===== src/rtl/fetch_unit.sv =====
// rtl/fetch_unit.sv - instruction fetch stage with one outstanding request and in-order instruction buffer
module fetch_unit #(
  parameter logic [31:0] RESET_PC = 32'h0000_0000,
  parameter int          DEPTH    = 2
) (
  input  logic        clk,
  input  logic        reset,
  input  logic        redirect,
  input  logic [31:0] redirectAddress,
  output logic        imem_req,
  output logic [31:0] imem_addr,
  input  logic        imem_ready,
  input  logic        imem_valid,
  input  logic [31:0] imem_data,
  input  logic        stall,
  output logic        inst_valid,
  output logic [31:0] inst,
  output logic [31:0] inst_pc
);

  localparam int AW = $clog2(DEPTH);
  localparam logic [AW:0] CNT_FULL = (AW+1)'(DEPTH);

  typedef enum logic [1:0] {S_RUN, S_WAIT, S_DROP} state_t;

  state_t        r_state;
  state_t        w_state_nxt;
  logic [31:0]   r_fetch_pc;
  logic [31:0]   r_req_pc;
  logic [AW:0]   r_count;
  logic [AW-1:0] r_wr_ptr;
  logic [AW-1:0] r_rd_ptr;
  logic [31:0]   r_buf_pc   [DEPTH];
  logic [31:0]   r_buf_inst [DEPTH];

  logic          w_req;
  logic          w_accept;
  logic          w_push;
  logic          w_pop;
  logic          w_inst_valid;
  logic [31:0]   w_redir_pc;

  // Low two bits of the redirect target are forced to zero (word aligned fetch).
  assign w_redir_pc   = redirectAddress & ~32'h0000_0003;
  assign w_req        = !reset && (r_state == S_RUN) && (r_count < CNT_FULL);
  assign w_accept     = w_req && imem_ready;
  // A redirect flushes the buffer, so it also suppresses any push or pop in its cycle.
  assign w_push       = !redirect && (r_state == S_WAIT) && imem_valid;
  assign w_inst_valid = !reset && (r_count != '0) && !redirect;
  assign w_pop        = w_inst_valid && !stall;

  assign imem_req   = w_req;
  assign imem_addr  = r_fetch_pc;
  assign inst_valid = w_inst_valid;
  assign inst       = r_buf_inst[r_rd_ptr];
  assign inst_pc    = r_buf_pc[r_rd_ptr];

  // State register.
  always_ff @(posedge clk) begin
    if (reset) begin
      r_state <= S_RUN;
    end else begin
      r_state <= w_state_nxt;
    end
  end

  // Next state: track the single outstanding request; a redirect marks it stale (DROP).
  always_comb begin
    w_state_nxt = r_state;
    case (r_state)
      S_RUN: begin
        if (w_accept) w_state_nxt = redirect ? S_DROP : S_WAIT;
      end
      S_WAIT: begin
        if (imem_valid)    w_state_nxt = S_RUN;
        else if (redirect) w_state_nxt = S_DROP;
      end
      S_DROP: begin
        if (imem_valid) w_state_nxt = S_RUN;
      end
      default: w_state_nxt = S_RUN;
    endcase
  end

  // Fetch and request PC: redirect wins, otherwise advance on acceptance.
  always_ff @(posedge clk) begin
    if (reset) begin
      r_fetch_pc <= RESET_PC;
      r_req_pc   <= 32'h0;
    end else begin
      if (w_accept) r_req_pc <= r_fetch_pc;
      if (redirect) begin
        r_fetch_pc <= w_redir_pc;
      end else if (w_accept) begin
        r_fetch_pc <= r_fetch_pc + 32'd4;
      end
    end
  end

  // Buffer pointers and occupancy; redirect flushes everything.
  always_ff @(posedge clk) begin
    if (reset || redirect) begin
      r_count  <= '0;
      r_wr_ptr <= '0;
      r_rd_ptr <= '0;
    end else begin
      if (w_push) r_wr_ptr <= r_wr_ptr + AW'(1);
      if (w_pop)  r_rd_ptr <= r_rd_ptr + AW'(1);
      case ({w_push, w_pop})
        2'b10:   r_count <= r_count + (AW+1)'(1);
        2'b01:   r_count <= r_count - (AW+1)'(1);
        default: r_count <= r_count;
      endcase
    end
  end

  // Buffer storage; contents need no reset since count gates visibility.
  always_ff @(posedge clk) begin
    if (w_push) begin
      r_buf_pc[r_wr_ptr]   <= r_req_pc;
      r_buf_inst[r_wr_ptr] <= imem_data;
    end
  end

endmodule


===== config.mk =====
export PLATFORM = sky130hd
export DESIGN_NAME = fetch_unit
export DESIGN_NICKNAME = d
export VERILOG_FILES = /design/src/rtl/fetch_unit.sv
export SDC_FILE = /design/constraint.sdc
export NUM_CORES = 1
export LEC_CHECK = 0
export BUFFER_PORTS_ARGS = -buffer_cell sky130_fd_sc_hd__buf_2
export CORE_MARGIN = 2
export CORE_UTILIZATION = 47
export CTS_BUF_LIST = sky130_fd_sc_hd__clkbuf_16
export CTS_CLUSTER_DIAMETER = 120
export DETAILED_ROUTE_END_ITERATION = 6
export GPL_TIMING_DRIVEN = 0
export MAX_ROUTING_LAYER = met4
export PLACE_DENSITY = 0.71
export SYNTH_ARGS = -nofsm -noshare
export SYNTH_HDL_FRONTEND = slang
export SYNTH_SLANG_ARGS = --single-unit

===== constraint.sdc =====
create_clock -name clk -period 11.21 [get_ports clk]
set_input_delay 0 -clock clk [delete_from_list [all_inputs] [get_ports clk]]
set_output_delay 0 -clock clk [all_outputs]
set_load 0.03 [all_outputs]

==> results.json <==
{
  "clkPwrFrac": 0.389,
  "clock-sinks": 191,
  "grt_usage": 0.221,
  "end_kind": "flip-flop",
  "synth-edff-count": 124,
  "top_layer": "met4",
  "syn_to_final_growth_pct": 30.7,
  "dr.pass1.iters": 4,
  "drive_gt1_frac": 0.322,
  "drv_cap": 0,
  "wirelength_um": 18500,
  "die_h_um": 132,
  "fmax_mhz": 353,
  "met2_wirelength_um": 9130,
  "diodes": 0,
  "initial_core_util": 0.482,
  "overflow": 0,
  "p_int_uw": 1140,
  "drc": 0,
  "die_w_um": 132,
  "synthDominantCellAreaShare": 0.484,
  "netlist-cell-type-count": 51,
  "start_kind": "flip-flop",
  "setup_violations": 0,
  "hp-class": "in -> reg",
  "routedWlPerCell_um": 17.3,
  "p_leak_uw": 0.00380,
  "via_count": 5533,
  "nets": 917,
  "power_frac_seq": 0.527,
  "ys.flop_type": "edfxtp_1",
  "fillers": 1294,
  "finClkSkew_ns": 0.0114,
  "clk_latency_ns": 0.42,
  "met1_length_um": 8130,
  "cts_tree": "yes",
  "synth-seq-cells": 191,
  "ios": 168,
  "slew_headroom": 0.248,
  "portBuffers": 161,
  "period_share": 0.253,
  "grt_max_degree": 63,
  "crit_arrival_ns": 3.14,
  "grt_antenna_before_repair": 0,
  "grt_setup_unrepaired": "false",
  "critPathKind": "reg -> reg",
  "async_flop_share": 0,
  "initialDrtViolationCount": 349,
  "synth_common_cells": "124 x edfxtp_1, 79 x nand2_1, 67 x dfxtp_1",
  "numCtsBuffers": 17,
  "rows": 46,
  "power.total_uw": 1480,
  "worst_pin_slew_ns": 1.12,
  "status": "finished, final reports clean",
  "pre_cts_ws_ns": 8.69,
  "htreeDepth": 4,
  "yosysMostFrequentCell": "edfxtp_1",
  "combPwrFrac": 0.084,
  "ir_drop_v": 0.000110,
  "yosysWarnings": 0,
  "hold_violations": 0,
  "crit_fanout": 5,
  "netlist_area_sq_um": 7690,
  "yosysTopAreaCell": "edfxtp_1",
  "fin_ws_ns": 8.38,
  "synth_cells": 596,
  "grt_pass1_vias": 5768,
  "min_period_ns": 2.83,
  "via_per_inst": 5.15,
  "fin_tns_setup_ns": 0,
  "synth_seq_area_share": 0.659,
  "crit_required_ns": 11.52,
  "root_buffer": "clkbuf_16",
  "drv_slew": 0,
  "grt_pass1_wl_um": 29300,
  "antenna_left": 0,
  "yosys-top-cells-area": "edfxtp_1 48%, dfxtp_1 17%, mux2_2 9.1%",
  "avgSynthCellArea_sq_um": 12.9,
  "gp_congestion": 0.846,
  "die-area_sq_um": 17400,
  "power_density_nw_per_um2": 147,
  "wl_met3_um": 908,
  "cts.clk_slew.worst_paths_ns": 0.07,
  "switching_share": 0.227,
  "switching_power_uw": 336,
  "coreArea_sq_um": 15900,
  "r2r_slack_ns": 8.38,
  "clockBufferDepth": 2,
  "dp_hpwl_um": 12200
}
power by group through the flow:
| stage | clock [uW] | sequential, uW | combinational [uW] |
|---|---|---|---|
| 2_1_floorplan | 0 | 803 | 51.2 |
| 3_3_place_gp | 0 | 793 | 102 |
| 3_5_place_dp | 0 | 794 | 105 |
| 4_1_cts | 586 | 778 | 123 |
| 5_1_grt | 610 | 780 | 132 |
| 6_report | 575 | 779 | 124 |
critical path: stages, from the launching register on:
cell and delay [ns]:
dfxtp_1 0.46, ha_1 0.29, nand4_2 0.17, or4_1 0.60
nor4_1 0.36, or4b_2 0.20, o211ai_1 0.08, dlygate4sd3_1 0.57
layer usage:
layer | vias up | global-route usage
met5 | - | -
met4 | 0 | 0.0809
met3 | 26 | 0.0404
met2 | 183 | 0.369
met1 | 2680 | 0.268
li1 | 2644 | -
path summary, 6_finish.rpt:
check                      startpoint              end  cells after the start
hold / removal    redirectAddress[22]    imem_addr[22]                      4
hold reg to reg          r_req_pc[30]  r_buf_pc[1][30]                      0
setup / recovery         imem_addr[2]    imem_addr[26]                      7
setup reg to reg         imem_addr[2]    imem_addr[26]                      7
cell type report:
cell class                 count  area, sq um  share of cell area
inverter                      12         45.0             0.00448
clock buffer                  19          475              0.0473
tap                          216          270              0.0269
clock inverter                13         97.6             0.00971
sequential                   191         5060               0.504
buffer                        40          176              0.0176
timing repair buffer         227         1490               0.149
multi-input combinational    356         2420               0.241
logic make-up after synthesis:
logic type,count (synthesis),share of synthesized area
flip-flops,191,0.659
AND/OR/NAND/NOR,174,0.118
AO/OA/AOI/OAI,80,0.0609
multiplexers,67,0.0973
buffers and inverters,52,0.0288
XOR/XNOR,29,0.0330
adder cells (fa/ha/maj),2,0.00325
other,1,0.000488
cells in the final DEF, fill, tap and decap left out, types with 5 or more instances in the layout:
master         instances
buf_2                164
edfxtp_1             124
nand2_1               79
dfxtp_1               67
dlygate4sd3_1         64
mux2_2                62
a21oi_1               46
clkbuf_1              29
nor2_1                22
xnor2_1               21
clkbuf_16             19
inv_1                 16
nor3_1                10
nand4_1               10
o22ai_1               10
xor2_1                 8
nand3_1                7
nor4_1                 6
o21a_1                 6
and2_1                 5
a31oi_1                5
mux2i_1                5
timing repair:
item                                   in CTS  in global routing
endpoints found under the hold margin      96                  0
resized for setup                           0                  0
setup buffers                               0                  0
hold buffers                               64                  0
registers in the layout, indices dropped and copies added, names as in the netlist, named ones only:
register,cells
r_buf_inst,64
r_buf_pc,60
imem_addr,30
r_req_pc,30
r_count,2
r_state,2
r_rd_ptr,1
r_wr_ptr,1
through the flow:
stage,cells,area (sq um),hold slack [ns],utilization
global route,1074,10000,0.0125,0.630
detailed placement,978,8830,0.192,0.554
global placement,976,8780,0.189,0.551
CTS,1074,10000,0.000944,0.630
finish,1074,10000,0.0154,0.630
floorplan,599,7700,0.0989,-
Power figures use the tool's default switching activity.
